File: src/rtl/mtm_alu_pkg.sv
// mtm_Alu serial link: shared frame types, FSM states, bit positions
// and the CRC3 reference function used by both link directions.
package mtm_alu_pkg;

    typedef enum logic {
        FT_DATA = 1'b0,
        FT_CTL  = 1'b1
    } frame_type_t;

    typedef enum logic [2:0] {
        IDLE,
        START,
        TYPE,
        DATA,
        STOP
    } ser_state_t;

    typedef struct packed {
        logic [31:0] data;
        logic [3:0]  flags;
        logic [2:0]  err;
    } rsp_t;

    localparam int FLAG_CARRY = 3;
    localparam int FLAG_OVFL  = 2;
    localparam int FLAG_ZERO  = 1;
    localparam int FLAG_NEG   = 0;

    localparam int ERR_DATA = 2;
    localparam int ERR_CRC  = 1;
    localparam int ERR_OP   = 0;

    localparam logic [2:0] LAST_FRM  = 3'd4;
    localparam logic [2:0] LAST_BIT  = 3'd7;

    // x^3 + x + 1 without the implicit x^3 term
    localparam logic [2:0] CRC3_POLY = 3'b011;

    function automatic logic [2:0] crc3_calc(input logic [36:0] msg);
        logic [2:0] crc;
        logic       fb;
        crc = 3'b000;
        for (int i = 36; i >= 0; i--) begin
            fb  = crc[2] ^ msg[i];
            crc = {crc[1:0], 1'b0} ^ ({3{fb}} & CRC3_POLY);
        end
        return crc;
    endfunction

endpackage

File: src/rtl/mtm_alu_crc3.sv
// Combinational CRC3 over the 37-bit {C, 1'b0, flags} message.
// Shared between the response transmitter and the checker side.
import mtm_alu_pkg::*;

module mtm_alu_crc3 (
    input  logic [36:0] msg,
    output logic [2:0]  crc
);

    assign crc = crc3_calc(msg);

endmodule

File: src/rtl/mtm_alu_serializer.sv
// mtm_Alu response transmitter: turns one captured ALU result into
// DATA/CTL serial frames on sout (start, type, 8 bits MSB first, stop).
import mtm_alu_pkg::*;

module mtm_alu_serializer #(
    parameter int BIT_CYCLES = 1
) (
    input  logic        clk,
    input  logic        rst,
    input  logic        rsp_valid,
    output logic        rsp_ready,
    input  logic [31:0] rsp_data,
    input  logic [3:0]  rsp_flags,
    input  logic [2:0]  rsp_err,
    output logic        sout,
    output logic        busy
);

    localparam int CW = (BIT_CYCLES > 1) ? $clog2(BIT_CYCLES) : 1;
    localparam logic [CW-1:0] CYC_LAST = CW'(BIT_CYCLES - 1);

    ser_state_t    state;
    ser_state_t    state_nxt;
    logic [CW-1:0] cyc_cnt;
    logic [CW-1:0] cyc_nxt;
    logic [2:0]    bit_cnt;
    logic [2:0]    bit_nxt;
    logic [2:0]    frm_cnt;
    logic [2:0]    frm_nxt;

    rsp_t        cap;
    logic [2:0]  crc;
    logic        accept;
    logic        is_err;
    logic        bit_end;
    logic        last_frm;
    logic [7:0]  data_byte;
    logic [7:0]  ctl_byte;
    logic [7:0]  err_byte;
    logic [7:0]  tx_byte;
    frame_type_t tx_type;
    logic        sout_nxt;

    assign accept   = rsp_valid && rsp_ready;
    assign is_err   = |cap.err;
    assign bit_end  = (cyc_cnt == CYC_LAST);
    assign last_frm = is_err || (frm_cnt == LAST_FRM);

    assign rsp_ready = (state == IDLE);
    assign busy      = (state != IDLE);

    mtm_alu_crc3 u_crc3 (
        .msg ({cap.data, 1'b0, cap.flags}),
        .crc (crc)
    );

    always_ff @(posedge clk or posedge rst) begin
        if (rst) begin
            cap <= '0;
        end else if (accept) begin
            cap <= '{data: rsp_data, flags: rsp_flags, err: rsp_err};
        end
    end

    always_ff @(posedge clk or posedge rst) begin
        if (rst) begin
            state   <= IDLE;
            cyc_cnt <= '0;
            bit_cnt <= '0;
            frm_cnt <= '0;
            sout    <= 1'b1;
        end else begin
            state   <= state_nxt;
            cyc_cnt <= cyc_nxt;
            bit_cnt <= bit_nxt;
            frm_cnt <= frm_nxt;
            sout    <= sout_nxt;
        end
    end

    always_comb begin
        state_nxt = state;
        cyc_nxt   = cyc_cnt;
        bit_nxt   = bit_cnt;
        frm_nxt   = frm_cnt;
        if (state == IDLE) begin
            cyc_nxt = '0;
            bit_nxt = '0;
            frm_nxt = '0;
            if (accept) begin
                state_nxt = START;
            end
        end else if (!bit_end) begin
            cyc_nxt = cyc_cnt + 1'b1;
        end else begin
            cyc_nxt = '0;
            unique case (state)
                START: state_nxt = TYPE;
                TYPE: begin
                    state_nxt = DATA;
                    bit_nxt   = '0;
                end
                DATA: begin
                    if (bit_cnt == LAST_BIT) begin
                        state_nxt = STOP;
                        bit_nxt   = '0;
                    end else begin
                        bit_nxt = bit_cnt + 1'b1;
                    end
                end
                STOP: begin
                    if (last_frm) begin
                        state_nxt = IDLE;
                        frm_nxt   = '0;
                    end else begin
                        state_nxt = START;
                        frm_nxt   = frm_cnt + 1'b1;
                    end
                end
                default: state_nxt = IDLE;
            endcase
        end
    end

    assign ctl_byte = {1'b0,
                       cap.flags[FLAG_CARRY], cap.flags[FLAG_OVFL],
                       cap.flags[FLAG_ZERO], cap.flags[FLAG_NEG],
                       crc};

    // Error code is sent twice plus even parity over the first seven bits
    assign err_byte = {1'b1,
                       cap.err[ERR_DATA], cap.err[ERR_CRC], cap.err[ERR_OP],
                       cap.err[ERR_DATA], cap.err[ERR_CRC], cap.err[ERR_OP],
                       ^{1'b1, cap.err, cap.err}};

    always_comb begin
        unique case (frm_nxt[1:0])
            2'd0:    data_byte = cap.data[31:24];
            2'd1:    data_byte = cap.data[23:16];
            2'd2:    data_byte = cap.data[15:8];
            default: data_byte = cap.data[7:0];
        endcase
    end

    always_comb begin
        tx_type = (is_err || frm_nxt == LAST_FRM) ? FT_CTL : FT_DATA;
        unique case (1'b1)
            is_err:                tx_byte = err_byte;
            (frm_nxt == LAST_FRM): tx_byte = ctl_byte;
            default:               tx_byte = data_byte;
        endcase
    end

    // sout is registered from the next state so each bit appears with it
    always_comb begin
        unique case (state_nxt)
            START:   sout_nxt = 1'b0;
            TYPE:    sout_nxt = tx_type;
            DATA:    sout_nxt = tx_byte[LAST_BIT - bit_nxt];
            default: sout_nxt = 1'b1;
        endcase
    end

endmodule

File: config.mk
export PLATFORM = sky130hd
export DESIGN_NAME = mtm_alu_serializer
export DESIGN_NICKNAME = d
export VERILOG_FILES = /design/src/rtl/mtm_alu_pkg.sv /design/src/rtl/mtm_alu_crc3.sv /design/src/rtl/mtm_alu_serializer.sv
export SDC_FILE = /design/constraint.sdc
export NUM_CORES = 1
export LEC_CHECK = 0
export CAP_MARGIN = 20
export CORE_MARGIN = 4
export CORE_UTILIZATION = 45
export CTS_CLUSTER_DIAMETER = 200
export DETAILED_ROUTE_END_ITERATION = 10
export HOLD_SLACK_MARGIN = 0.08
export PLACE_DENSITY = 0.8
export SETUP_SLACK_MARGIN = 0.1
export SKIP_CTS_REPAIR_TIMING = 1
export SYNTH_ARGS = -nofsm -noshare
export SYNTH_HDL_FRONTEND = slang
export SYNTH_SLANG_ARGS = --single-unit
File: constraint.sdc
create_clock -name clk -period 3 [get_ports clk]
set_input_delay 0.75 -clock clk [delete_from_list [all_inputs] [get_ports clk]]
set_output_delay 0.75 -clock clk [all_outputs]
set_load 0.005 [all_outputs]
==> flow_metrics.tcl, run 1 <==
set metrics [dict create \
    floorplan.die_area_um2 8400 \
    ir_worst_vdd_mv 0.183 \
    final_cells 428 \
    dr.first_iter.drc_count 231 \
    clock_tree.root_cell "sky130_fd_sc_hd__clkbuf_8" \
    synth_flop_cell "sky130_fd_sc_hd__dfrtp_1" \
    netlist_top_cells_area "sky130_fd_sc_hd__dfrtp_1, sky130_fd_sc_hd__mux2_2, sky130_fd_sc_hd__xnor2_1" \
    cp_cell_sequence "or4b_1, o31a_1, inv_6, mux2i_1, o22ai_1, or4b_1, o22ai_1, nor4_2" \
    die_h_um 91.6 \
    antenna_found_initial 0 \
    crit_path_kind "reg2reg" \
    fmax_mhz 360 \
    setup_tns_ns 0 \
    critPathTopFamily "simple AND/OR/NAND/NOR gates" \
    rsz0062_at_grt "false" \
    power.total_mw 1.10 \
    detail_route.first_pass.iterations 4 \
    layout_cell_share_with_drive_strength_beyond_1 0.220 \
    post_detailed_route_count_of_antenna_violating_nets 0 \
    drv_slew 0 \
    synth.most_common_cell "sky130_fd_sc_hd__dfrtp_1" \
    cts_num_sinks 49 \
    final.period_utilization 0.926 \
    fin_hold_ws_ns 0.541 \
    fin_util 0.552 \
    critPathMaxStageDelay_ns 0.55 \
    place_worst_setup_slack_ns 0.237 \
    reg2reg_slack_ns 0.22 \
    ys_async_sr_fraction 1.00 \
    setup.worst_path.end_class "flip-flop" \
    critical_path.max_fanout 11 \
    max_cap_viol_count 0 \
    vias_in_the_first_global_route 2409 \
    worst_ep_arrival_time_ns 3.00 \
    diodes 0 \
    grt_pass1_wl_um 11600 \
    slew_headroom 0.600 \
    hold_viol 0 \
    synthToLayoutAreaGrowth_pct 19.2 \
    ys_ff_latch 49 \
    grt_start_max_net_pins 50 \
    post_synth_instance_area_um2 3150 \
    worst_skew_pair.late_latency_ns 0.30 \
    num-fill-cells 602 \
    numCtsBuffers 5 \
    cp-start-kind "flip-flop" \
    final_setup_violation_count 0 \
    synth_top_area_share 0.382 \
    row_count 30 \
    synth_enable_flop_cells 0 \
    fin_ws_ns 0.222 \
    yosys.area.top_type "sky130_fd_sc_hd__dfrtp_1" \
    start_util 0.463 \
    dpl.cell_count 421 \
    routabilityCongestion 0.934 \
    tightest_slew_ns 0.600 \
    critical_path_buf_inv_count 1 \
    tritoncts "done" \
    status "completed" \
    worst_hold_path_type "reg2reg" \
    postRouteWirelength_um 6770 \
    post_dp_cell_area_um2 3660 \
    dr_total_vias 2378 \
    cts_max_path_buffers 2 \
    dp_hpwl_um 5170 \
    synth-warning-count 0 \
    drc_errors 0 \
    finClkSkew_ns 0.00978 \
    port_buffers 44 \
    design.portCount 45 \
    synthesis.area_per_instance_um2 10.9 \
    fp.coreArea_um2 6790 \
    globalRouteOverflowTotal 0 \
    synth_cells 289 \
    die-width_um 91.6 \
    synthesis.nets 335 \
    avgViaCountPerCell 5.56 \
    path_clk_slew_ns 0.09 \
    gr-usage-all-layers 0.169 \
    routed_wire_length_per_instance_um 15.8 \
    post-route-min-period_ns 2.78 \
    finish.net_count 378 \
    yosysSeqAreaShare 0.390 \
    finalInstanceArea_um2 3750 \
    yosys.cell_types.count 63 \
    slowest_stage "sky130_fd_sc_hd__or4b_1" \
    critical_path_required_ns 3.22 \
    synth_top_cells_by_count "sky130_fd_sc_hd__dfrtp_1, sky130_fd_sc_hd__mux2_2, sky130_fd_sc_hd__xnor2_1, sky130_fd_sc_hd__nand2_1, sky130_fd_sc_hd__o21ai_0" \
    powerDensity_nw_per_um2 295 \
    cts_htree_levels 2 \
    total_leakage_power_nw 1.59 \
]
-- worst min-delay path, delay by kind of cell, from the launching register on --
family,cells,cell delay [ns]
and+or+nand+nor,2,0.12
DFF,1,0.40
-- layout make-up --
class	count	area [um^2]	area share
timing repair buffer	52	513	0.137
inverter	8	35.0	0.00934
sequential	49	1230	0.328
clock inverter	2	16.3	0.00434
clock buffer	5	68.8	0.0183
tap	96	120	0.0320
multi-input combinational	216	1770	0.472
-- final timing paths --
path / cells past startpoint / start / end
min in group asynchronous: 3 / rst / cap[27]
worst min-delay path: 2 / bit_cnt[2] / bit_cnt[2]
worst min register to register: 2 / bit_cnt[2] / bit_cnt[2]
max in group asynchronous: 3 / rst / cap[0]
worst max-delay path: 8 / cap[0] / sout
worst max register to register: 8 / cap[0] / sout
-- registers in the layout (all words and copies together) (netlist names) --
register and cells:
state 3, sout 1, bit_cnt 3, frm_cnt 3
cap 39
-- cells in the final DEF (no fill, tap or decap), types with 3 or more instances in the layout --
cell / Yosys / layout
sky130_fd_sc_hd__a21oi_1: 7 / 7
sky130_fd_sc_hd__buf_4: 0 / 7
sky130_fd_sc_hd__clkbuf_8: 2 / 5
sky130_fd_sc_hd__clkdlybuf4s50_1: 0 / 44
sky130_fd_sc_hd__dfrtp_1: 48 / 47
sky130_fd_sc_hd__ha_1: 4 / 4
sky130_fd_sc_hd__inv_1: 7 / 6
sky130_fd_sc_hd__mux2_2: 42 / 42
sky130_fd_sc_hd__mux2i_1: 9 / 9
sky130_fd_sc_hd__nand2_1: 19 / 19
sky130_fd_sc_hd__nand3_1: 5 / 5
sky130_fd_sc_hd__nand4_1: 5 / 5
sky130_fd_sc_hd__nor2_1: 10 / 9
sky130_fd_sc_hd__nor2b_1: 4 / 4
sky130_fd_sc_hd__nor3_1: 8 / 8
sky130_fd_sc_hd__o21ai_0: 12 / 12
sky130_fd_sc_hd__o22ai_1: 4 / 4
sky130_fd_sc_hd__or4b_1: 3 / 3
sky130_fd_sc_hd__xnor2_1: 31 / 31
sky130_fd_sc_hd__xnor3_1: 4 / 4
sky130_fd_sc_hd__xor2_1: 4 / 4
-- routing by layer --
| layer | wire length [um] | track usage |
|---|---|---|
| met1 | 3070 | 0.227 |
| met2 | 3240 | 0.278 |
| met3 | 366 | 0.0336 |
| met4 | 87 | 0.0490 |
| met5 | 0 | 0 |
-- report_power, final --
group	switching, mW	leakage [nW]	internal, mW
clock	0.217	0.0402	0.161
combinational	0.0196	0.900	0.0476
sequential	0	0.650	0.660
total	0.236	1.59	0.868
-- cell families (layout without fill, tap and decap cells) --
group                    count (synthesis)  in the layout  share of synthesized area
flip-flops                              49             49                      0.390
multiplexers                            51             51                      0.179
AO/OA/AOI/OAI                           52             52                      0.118
XOR/XNOR                                39             39                      0.126
buffers and inverters                   24             67                     0.0489
AND/OR/NAND/NOR                         70             70                      0.122
adder cells (fa/ha/maj)                  4              4                     0.0159
No activity file was read; power rests on OpenSTA's default activity.
==> run 2, diff against run 1 <==
- CTS_CLUSTER_SIZE: default -> 16
==> results of run 2 <==
The final DEF is identical to that of run 1; final timing and power are the same.
==> run 3, diff against run 2 <==
- CORE_UTILIZATION: 45 -> 50
- GPL_ROUTABILITY_DRIVEN: default -> 0
- HOLD_SLACK_MARGIN: 0.08 -> 0.02
- PLACE_DENSITY: 0.8 -> 0.86
==> run 3 against run 2 <==
- flip-flop and latch count unchanged
- combinational power up 4.2%
- design area grew 0.43%
- worst hold slack lost 0.0022 ns
- register-to-register slack barely moved
- die area is 9.2% lower
- critical path depth increased by 2
- highest routed layer unchanged
- via count is 3.5% higher
==> flow_metrics.tcl, run 3 (synthesis gave the netlist of run 1 again) <==
set metrics [dict create \
    ir_worst_vdd_mv 0.191 \
    largest_reg_flops 39 \
    final_setup_violation_count 0 \
    layout_cell_share_with_drive_strength_beyond_1 0.216 \
    final_cells 408 \
    tightest_slew_ns 0.591 \
    min_from "bit_cnt[2]" \
    detail_route.first_pass.iterations 5 \
    critPathMaxStageDelay_ns 0.47 \
    cp_cell_sequence "inv_1, ha_1, or4b_1, o31a_1, inv_1, nand3_1, o32a_1, a41oi_2, nand4_1, nor4_2" \
    worst_ep_arrival_time_ns 2.99 \
    final.period_utilization 0.925 \
    dr_total_vias 2462 \
    post_dp_cell_area_um2 3630 \
    fmax_mhz 361 \
    die_h_um 87.3 \
    port_buffers 44 \
    floorplan.die_area_um2 7630 \
    fin_hold_ws_ns 0.539 \
    hold_viol 0 \
    largest-register "cap" \
    ff2ff_path_depth 10 \
    vias_in_the_first_global_route 2394 \
    clock_tree.root_cell "sky130_fd_sc_hd__clkbuf_8" \
    cts_htree_levels 2 \
    most-common-layout-cells "sky130_fd_sc_hd__dfrtp_1, sky130_fd_sc_hd__clkdlybuf4s50_1, sky130_fd_sc_hd__mux2_2" \
    row_count 28 \
    post_detailed_route_count_of_antenna_violating_nets 0 \
    cp-start-kind "flip-flop" \
    cts_max_path_buffers 2 \
    gr-usage-all-layers 0.198 \
    dpl.cell_count 398 \
    critPathTopFamily "simple AND/OR/NAND/NOR gates" \
    rsz0062_at_grt "true" \
    finish.net_count 378 \
    mostFrequentLayoutCell "sky130_fd_sc_hd__dfrtp_1" \
    dp_hpwl_um 5510 \
    finalInstanceArea_um2 3770 \
    start_util 0.522 \
    cts_num_sinks 49 \
    drc_errors 0 \
    synthToLayoutAreaGrowth_pct 19.7 \
    finClkSkew_ns 0.00532 \
    worst_skew_pair.late_latency_ns 0.30 \
    slew_headroom 0.603 \
    cpMostUsedCell "sky130_fd_sc_hd__inv_1" \
    drv_slew 0 \
    worst_hold_path_type "reg2reg" \
    max_cap_viol_count 0 \
    reg2reg_slack_ns 0.23 \
    antenna_found_initial 0 \
    crit_path_kind "reg2reg" \
    design.portCount 45 \
    grt_start_max_net_pins 41 \
    min_delay_path_depth 2 \
    tritoncts "done" \
    globalRouteOverflowTotal 0 \
    post-route-min-period_ns 2.77 \
    critical_path_required_ns 3.21 \
    slowest_stage "sky130_fd_sc_hd__or4b_1" \
    die-width_um 87.3 \
    grt_pass1_wl_um 11800 \
    critical_path_buf_inv_count 2 \
    power.total_mw 1.22 \
    postRouteWirelength_um 7270 \
    fp.coreArea_um2 6030 \
    status "completed" \
    rr_startpoint "frm_cnt[1]" \
    diodes 0 \
    reg2reg_to "sout" \
    critical_path.max_fanout 4 \
    hold_end "bit_cnt[2]" \
    setup.worst_path.end_class "flip-flop" \
    powerDensity_nw_per_um2 323 \
    routed_wire_length_per_instance_um 17.8 \
    setup_tns_ns 0 \
    total_leakage_power_nw 1.62 \
    numCtsBuffers 5 \
    dr.first_iter.drc_count 341 \
    path_clk_slew_ns 0.09 \
    avgViaCountPerCell 6.03 \
]
run 3: cell count changes in the layout (fill, tap and decap cells not counted), sizes merged:
cell,change
bufinv,+1
clkbuf,+2
clkinv,-1
clkinvlp,-1
run 3: metrics by stage:
stage          worst slack [ns]  utilization
3_5_place_dp              0.230        0.603
4_1_cts                   0.212        0.622
6_report                  0.226        0.625
5_1_grt                  0.0929        0.625
2_1_floorplan             0.165            -
3_3_place_gp              0.288        0.603
run 3: worst max path at each step:
stage / to / startpoint / slack (ns) / cells after the start
2_1_floorplan: sout / frm_cnt[0] / 0.16 / 11
3_3_place_gp: sout / rsp_valid / 0.29 / 8
3_5_place_dp: sout / frm_cnt[1] / 0.23 / 10
4_1_cts: sout / frm_cnt[1] / 0.21 / 10
5_1_grt: sout / frm_cnt[1] / 0.09 / 10
6_report: sout / frm_cnt[1] / 0.23 / 10
run 3: report_power, final:
part | switching (mW) | total [mW] | leakage, nW | internal [mW]
Combinational | 0.0206 | 0.0699 | 0.906 | 0.0493
Clock | 0.214 | 0.486 | 0.0585 | 0.272
Sequential | 0 | 0.660 | 0.652 | 0.660
run 3: area by class of cell:
| type | instances | area [um^2] |
|---|---|---|
| flip-flops and latches | 49 | 1230 |
| well taps | 75 | 93.8 |
| repair buffers | 52 | 526 |
| fillers | 500 | 2260 |
| clock buffers | 7 | 86.3 |
| inverters | 8 | 35.0 |
| clock inverters | 1 | 30.0 |
| multi-input cells | 216 | 1770 |
run 3: metal layers:
metal / GRT usage / vias to the layer above / wire [um]
met2: 0.336 / 131 / 3610
li1: - / 1134 / -
met3: 0.0293 / 29 / 529
met4: 0.0600 / 0 / 205
met1: 0.262 / 1168 / 2920
met5: 0 / - / 0
run 3: tightest hold or removal path, delay by kind of cell, from the launching register on:
| kind | cells | cell delay, ns |
|---|---|---|
| AND/OR/NAND/NOR | 2 | 0.12 |
| flip-flops | 1 | 0.40 |
